File: src/rtl/cpu_ctrl_pkg.sv
// Shared CPU control types: redirect FSM states, redirect request record and flush polarity.
// Used by branch_redirect_ctrl (optional BRANCH_REDIRECT_STAT_EN counter bank lives in branch_redirect_stat).
package cpu_ctrl_pkg;

    localparam int REQ_PC_W = 32;

    localparam logic FlushEnable  = 1'b1;
    localparam logic FlushDisable = 1'b0;

    typedef enum logic [1:0] {
        ST_IDLE      = 2'd0,
        ST_WAIT_DS   = 2'd1,
        ST_REDIRECT  = 2'd2,
        ST_KILL_WAIT = 2'd3
    } redirect_state_t;

    typedef struct packed {
        logic                valid;
        logic [REQ_PC_W-1:0] pc;
    } redirect_req_t;

endpackage

File: src/rtl/branch_redirect_ctrl_if.sv
// Branch-resolution / front-end redirect bundle between EXE, IF/ID control and the redirect sequencer.
interface branch_redirect_ctrl_if #(
    parameter int PC_W = 32
);
    logic            br_valid;
    logic            br_taken;
    logic            br_likely_nt;
    logic [PC_W-1:0] br_target;
    logic            ds_in_id;
    logic            if_ready;
    logic            exc_flush;
    logic            redirect_valid;
    logic [PC_W-1:0] redirect_pc;
    logic            flush_if;
    logic            flush_id;
    logic            exe_stall;

    modport master (
        output br_valid, br_taken, br_likely_nt, br_target, ds_in_id, if_ready, exc_flush,
        input  redirect_valid, redirect_pc, flush_if, flush_id, exe_stall
    );

    modport slave (
        input  br_valid, br_taken, br_likely_nt, br_target, ds_in_id, if_ready, exc_flush,
        output redirect_valid, redirect_pc, flush_if, flush_id, exe_stall
    );
endinterface

File: src/rtl/branch_redirect_stat.sv
// Saturating statistics counters for the redirect sequencer.
// Only present when BRANCH_REDIRECT_STAT_EN is defined.
`ifdef BRANCH_REDIRECT_STAT_EN
module branch_redirect_stat #(
    parameter int STAT_W = 32
) (
    input  logic              clk,
    input  logic              rst,
    input  logic              inc_taken,
    input  logic              inc_ds_wait,
    input  logic              inc_if_stall,
    output logic [STAT_W-1:0] stat_taken,
    output logic [STAT_W-1:0] stat_ds_wait,
    output logic [STAT_W-1:0] stat_if_stall
);

    function automatic logic [STAT_W-1:0] sat_inc(input logic [STAT_W-1:0] v, input logic en);
        return (en && (v != '1)) ? v + STAT_W'(1) : v;
    endfunction

    // Counters only clear on rst; an exception flush leaves them alone.
    always_ff @(posedge clk) begin
        if (rst) begin
            stat_taken    <= '0;
            stat_ds_wait  <= '0;
            stat_if_stall <= '0;
        end else begin
            stat_taken    <= sat_inc(stat_taken, inc_taken);
            stat_ds_wait  <= sat_inc(stat_ds_wait, inc_ds_wait);
            stat_if_stall <= sat_inc(stat_if_stall, inc_if_stall);
        end
    end

endmodule
`endif

File: src/rtl/branch_redirect_ctrl.sv
// Front-end redirect sequencer after EXE branch resolution, with delay-slot tracking and likely-NT kill.
// Optional BRANCH_REDIRECT_STAT_EN adds saturating statistics counters and their output ports.
//
// state        | meaning
// -------------+-------------------------------------------------------------
// ST_IDLE      | no branch in flight, accepts br_valid
// ST_WAIT_DS   | taken branch resolved, waiting for delay slot to reach ID
// ST_REDIRECT  | redirect_valid/flush_if held until IF accepts
// ST_KILL_WAIT | likely-not-taken, waiting for delay slot to reach ID to kill it
module branch_redirect_ctrl
    import cpu_ctrl_pkg::*;
#(
    parameter int PC_W = 32
`ifdef BRANCH_REDIRECT_STAT_EN
    , parameter int STAT_W = 32
`endif
) (
    input  logic                 clk,
    input  logic                 rst,
    branch_redirect_ctrl_if.slave bus
`ifdef BRANCH_REDIRECT_STAT_EN
    , output logic [STAT_W-1:0]  stat_taken
    , output logic [STAT_W-1:0]  stat_ds_wait
    , output logic [STAT_W-1:0]  stat_if_stall
`endif
);

    redirect_state_t state_q, state_d;
    logic [PC_W-1:0] pc_q, pc_d;
    logic            valid_q, valid_d;
    logic            flush_id_q, flush_id_d;
    logic            br_taken_ev;
    logic            br_kill_ev;

    // Taken wins over likely-not-taken if both are (illegally) raised.
    assign br_taken_ev = bus.br_valid & bus.br_taken;
    assign br_kill_ev  = bus.br_valid & ~bus.br_taken & bus.br_likely_nt;

    always_comb begin
        state_d    = state_q;
        pc_d       = pc_q;
        flush_id_d = FlushDisable;
        case (state_q)
            ST_IDLE: begin
                if (br_taken_ev) begin
                    pc_d    = bus.br_target;
                    state_d = bus.ds_in_id ? ST_REDIRECT : ST_WAIT_DS;
                end else if (br_kill_ev) begin
                    if (bus.ds_in_id) flush_id_d = FlushEnable;
                    else              state_d    = ST_KILL_WAIT;
                end
            end
            ST_WAIT_DS: begin
                if (bus.ds_in_id) state_d = ST_REDIRECT;
            end
            ST_REDIRECT: begin
                if (valid_q && bus.if_ready) state_d = ST_IDLE;
            end
            ST_KILL_WAIT: begin
                if (bus.ds_in_id) begin
                    flush_id_d = FlushEnable;
                    state_d    = ST_IDLE;
                end
            end
            default: state_d = ST_IDLE;
        endcase
        if (bus.exc_flush) begin
            state_d    = ST_IDLE;
            pc_d       = '0;
            flush_id_d = FlushDisable;
        end
        // Registered redirect is high exactly while the FSM sits in ST_REDIRECT.
        valid_d = (state_d == ST_REDIRECT);
    end

    always_ff @(posedge clk) begin
        if (rst) begin
            state_q    <= ST_IDLE;
            pc_q       <= '0;
            valid_q    <= 1'b0;
            flush_id_q <= FlushDisable;
        end else begin
            state_q    <= state_d;
            pc_q       <= pc_d;
            valid_q    <= valid_d;
            flush_id_q <= flush_id_d;
        end
    end

    assign bus.redirect_valid = valid_q;
    assign bus.redirect_pc    = pc_q;
    assign bus.flush_if       = valid_q ? FlushEnable : FlushDisable;
    assign bus.flush_id       = flush_id_q;
    assign bus.exe_stall      = (state_q != ST_IDLE);

`ifdef BRANCH_REDIRECT_STAT_EN
    branch_redirect_stat #(
        .STAT_W(STAT_W)
    ) u_stat (
        .clk          (clk),
        .rst          (rst),
        .inc_taken    (br_taken_ev),
        .inc_ds_wait  ((state_q == ST_WAIT_DS) || (state_q == ST_KILL_WAIT)),
        .inc_if_stall ((state_q == ST_REDIRECT) && !bus.if_ready),
        .stat_taken   (stat_taken),
        .stat_ds_wait (stat_ds_wait),
        .stat_if_stall(stat_if_stall)
    );
`endif

endmodule
File: src/flat_wrapper.sv
// flat-port wrapper written by rule: the top's interface ports become plain ports
module branch_redirect_ctrl_flat import cpu_ctrl_pkg::*;
#(
    parameter int PC_W = 32

)
  (clk, rst, bus_br_valid, bus_br_taken, bus_br_likely_nt, bus_br_target, bus_ds_in_id, bus_if_ready, bus_exc_flush, bus_redirect_valid, bus_redirect_pc, bus_flush_if, bus_flush_id, bus_exe_stall);
  branch_redirect_ctrl_if #(.PC_W(PC_W)) bus_i ();
  input  logic clk;
  input  logic rst;
  input wire logic [$bits(bus_i.br_valid)-1:0] bus_br_valid;
  input wire logic [$bits(bus_i.br_taken)-1:0] bus_br_taken;
  input wire logic [$bits(bus_i.br_likely_nt)-1:0] bus_br_likely_nt;
  input wire logic [$bits(bus_i.br_target)-1:0] bus_br_target;
  input wire logic [$bits(bus_i.ds_in_id)-1:0] bus_ds_in_id;
  input wire logic [$bits(bus_i.if_ready)-1:0] bus_if_ready;
  input wire logic [$bits(bus_i.exc_flush)-1:0] bus_exc_flush;
  output wire logic [$bits(bus_i.redirect_valid)-1:0] bus_redirect_valid;
  output wire logic [$bits(bus_i.redirect_pc)-1:0] bus_redirect_pc;
  output wire logic [$bits(bus_i.flush_if)-1:0] bus_flush_if;
  output wire logic [$bits(bus_i.flush_id)-1:0] bus_flush_id;
  output wire logic [$bits(bus_i.exe_stall)-1:0] bus_exe_stall;
  assign bus_i.br_valid = bus_br_valid;
  assign bus_i.br_taken = bus_br_taken;
  assign bus_i.br_likely_nt = bus_br_likely_nt;
  assign bus_i.br_target = bus_br_target;
  assign bus_i.ds_in_id = bus_ds_in_id;
  assign bus_i.if_ready = bus_if_ready;
  assign bus_i.exc_flush = bus_exc_flush;
  assign bus_redirect_valid = bus_i.redirect_valid;
  assign bus_redirect_pc = bus_i.redirect_pc;
  assign bus_flush_if = bus_i.flush_if;
  assign bus_flush_id = bus_i.flush_id;
  assign bus_exe_stall = bus_i.exe_stall;
  branch_redirect_ctrl #(.PC_W(PC_W)) u_core (.clk(clk), .rst(rst), .bus(bus_i));
endmodule
File: config.mk
export PLATFORM = sky130hd
export DESIGN_NAME = branch_redirect_ctrl_flat
export DESIGN_NICKNAME = d
export VERILOG_FILES = /design/src/rtl/cpu_ctrl_pkg.sv /design/src/rtl/branch_redirect_ctrl_if.sv /design/src/rtl/branch_redirect_stat.sv /design/src/rtl/branch_redirect_ctrl.sv /design/src/flat_wrapper.sv
export SDC_FILE = /design/constraint.sdc
export NUM_CORES = 1
export LEC_CHECK = 0
export ABC_AREA = 1
export BUFFER_PORTS_ARGS = -buffer_cell sky130_fd_sc_hd__buf_2
export CAP_MARGIN = 20
export CORE_MARGIN = 2
export CORE_UTILIZATION = 47
export DETAILED_ROUTE_END_ITERATION = 8
export PLACE_DENSITY = 0.83
export SLEW_MARGIN = 20
export SYNTH_ARGS = -nofsm -noshare
export SYNTH_HDL_FRONTEND = slang
export SYNTH_SLANG_ARGS = --single-unit
File: constraint.sdc
create_clock -name clk -period 2.4 [get_ports clk]
set_clock_uncertainty 0.1 [all_clocks]
set_input_delay 0.24 -clock clk [delete_from_list [all_inputs] [get_ports clk]]
set_output_delay 0.24 -clock clk [all_outputs]
set_load 0.02 [all_outputs]
==> out/qor.csv <==
metric;value;unit
starting density of the core;48.7;%
dpl cells;288;
dominant cell type by area after synthesis;dfxtp_1;
die extent in x;59.8;um
flops & latches, synth;36;
Yosys warning total;0;
cell depth of the worst flop-to-flop path;8;
global-route wire length before repair;5430;um
min-delay src;bus_br_target[13];
Setup violations, final;0;
net count of the finished layout;307;
total of buffers placed on input and output ports;75;
sequential element share of the synthesized area;49.3;%
class of the tightest hold or removal check;input pin to register;
worst max-slew margin expressed relative to the limit;71.3;%
Bufs and invs on worst path;4;
area growth from synthesis to layout;32.8;%
post-route core utilization;64.7;%
detailed-route wire length on metal 1;1590;um
largest driver fanout on the critical path;15;
pin count of the biggest net entering global routing;35;
cell chain of the critical path;inv_1, ha_1, buf_4, inv_1, buf_2;
Worst Hold Slack;54.5;ps
switching power;0.314;mW
Avg Synthesized Cell Area;7.70;um2
post-detail-place hpwl;2310;um
CP max stage delay;470;ps
power share of the combinational group;13.0;%
count of final hold-check violations;0;
worst hold stages;3;
deepest level of the CTS H-tree;2;
number of antenna violations at the first check in global routing;0;
vias in the first global route;1270;
RSZ-0062 raised after global routing;no;
post-route clock period utilization;82.1;%
endpoint of the worst register-to-register path;u_core.bus.redirect_valid;
cell class contributing the biggest share of worst-path delay;buffers and inverters;
buffer type at the clock tree root;clkbuf_4;
clock buffer depth;2;
Least-Margin Pin Slew;430;ps
count of boundary I/O pins;76;
run status;finished, final reports clean;
cells resized by post-CTS repair;0;
DRT Pass-1 Iters;4;
Die Height;59.8;um
clock tree from TritonCTS;done;
total wirelength of the detailed-routed design;3420;um
Data arrival, critical path;1630;ps
syn nets;234;
cell with the largest stage delay on the worst path;dfxtp_1;
Wirelength per Cell;11.5;um
Top Metal Used;met4;
worst vdd ir;0.435;mV
largest cells by area after synthesis;dfxtp_1 49%, nand3_1 13%, nand2_1 11%, a21oi_1 11%, ha_1 3.4%;
Top FF cell, synth;dfxtp_1;
ANT cells;0;
global route total overflow;0;
setup repair bufs after CTS;0;
number of buffers created by CTS;5;
internal portion of total power;0.951;mW
fraction of final layout cells with drive strength greater than 1;34.5;%
post-synth cell types;17;
launch instance of the worst register-to-register path;u_core.state_q[0];
gate count after technology mapping;190;
Clock Pin Slew Worst Setup and Hold Paths;110;ps
number of nets with antenna violations after routing;0;
upper clock frequency limit;0.508;GHz
placeable core region;3000;um2
DRC violations left;0;
Critical Path RT;2060;ps
most frequently used cell type in the post-synthesis netlist;nand2_1;
Clk network pwr share;37.8;%
min Tclk post-route;1970;ps
pwr/cell area;651;nW/um2
total count of max-transition violations in the final report;0;
routed wire length on met3;254;um
dominant cell type by count on the critical path;inv_1;
First DRT Iteration DRCs;88;
sink of the worst hold path;u_core.bus.redirect_pc[13];
share of synthesized registers carrying an async set or reset;0;%
post-detailed-placement cell area;1840;um2
fraction of power spent switching nets;24.8;%
number of flops mapped to enable cells by yosys;0;
final design instance area without fill;1940;um2
Placement Rows;20;
Die Outline Area;3570;um2
share of Yosys cell area claimed by the top area cell type;49.3;%
reg-to-reg slack, setup;720;ps
clock latency on the worst-skew pair;340;ps
all-layer global routing usage;20.1;%
Worst setup SP type;register;
number of vias per cell after detailed routing;5.02;
Pleak;0.925;nW
GP Congestion;0.911;
routed vias;1490;
kind of capture point of the worst setup path;primary output;
number of max-cap violations;0;
Mapped Area;1460;um2
Flop pwr share;49.1;%
critical path class;register to primary output;
routed wire length on met2;1540;um
non-filler instance count after layout;297;
Post-synth top cells;44 x nand2_1, 39 x nand3_1, 36 x dfxtp_1;
Sum Neg Setup Slack;0;ps
clock sink count;36;
## worst max-delay path by stage
stage	start	end	slack, ps	cells past startpoint
floorplan	u_core.state_q[0]	u_core.bus.redirect_valid	940	8
global placement	u_core.state_q[0]	u_core.bus.redirect_valid	800	8
detailed placement	u_core.state_q[0]	u_core.bus.redirect_valid	750	8
CTS	u_core.state_q[0]	bus_exe_stall	420	5
global route	u_core.state_q[1]	bus_exe_stall	300	5
finish	u_core.state_q[0]	bus_exe_stall	430	5
## stage by stage
stage	setup slack, ps	power (mW)
2_1_floorplan	941	0.736
6_report	431	1.27
4_1_cts	419	1.27
5_1_grt	298	1.33
3_5_place_dp	751	0.799
3_3_place_gp	798	0.797
## cell type report
class                      count  area, um2
clock buffer                   7       65.1
clock inverter                 1       30.0
fill                         295       1060
inverter                       9       33.8
multi-input combinational    131        637
sequential                    36        721
tap                           33       41.3
timing repair buffer          80        415
## registers in the layout, indices dropped and copies added (netlist names)
signal,count
u_core.bus.redirect_valid,1
u_core.state_q,2
u_core.bus.redirect_pc,32
u_core.bus.flush_id,1
## logic make-up after synthesis
family	after synthesis	synth area share (%)
simple gates	93	28.3
flops	36	49.3
compound gates	34	11.8
buf+inv	23	7.19
fa+ha+maj	4	3.42
## worst reg2reg max path, cell delays in order, from the launching register on
cell     delay (ps)
dfxtp_1         470
inv_1           100
ha_1            260
nand2_4         280
nand2_1         130
inv_2            70
nor2_2           40
nor2_1          100
nor2_1           50
## metal layers
metal	GRT usage [%]	up-vias
li1	-	776
met2	30.1	57
met4	6.67	0
met3	8.23	5
met5	0	-
met1	26.1	652
## cells in the final DEF, fill, tap and decap left out
| master | count |
|---|---|
| nand2_4 | 1 |
| nor2_2 | 1 |
| buf_4 | 4 |
| a21oi_1 | 32 |
| dlygate4sd3_1 | 1 |
| o21ai_0 | 1 |
| bufinv_16 | 1 |
| clkbuf_8 | 2 |
| nand3_1 | 39 |
| nand4_1 | 2 |
| nor3_1 | 1 |
| nor2_1 | 5 |
| inv_1 | 7 |
| buf_2 | 75 |
| inv_2 | 2 |
| ha_1 | 4 |
| nand2_1 | 44 |
| a211oi_1 | 1 |
| clkbuf_4 | 5 |
| dfxtp_1 | 36 |
## power groups by stage
stage / clock, mW / sequential (mW) / combinational, mW
5_1_grt: 0.520 / 0.624 / 0.183
3_3_place_gp: 0 / 0.635 / 0.162
6_report: 0.479 / 0.621 / 0.165
2_1_floorplan: 0 / 0.651 / 0.0858
4_1_cts: 0.483 / 0.621 / 0.166
3_5_place_dp: 0 / 0.635 / 0.164
## what timing repair did
| item | in CTS | in global routing |
|---|---|---|
| hold buffers | 1 | 0 |
| setup endpoints to repair | 0 | 0 |
| hold endpoints to repair | 1 | 0 |
No activity file was read; power rests on OpenSTA's default activity.
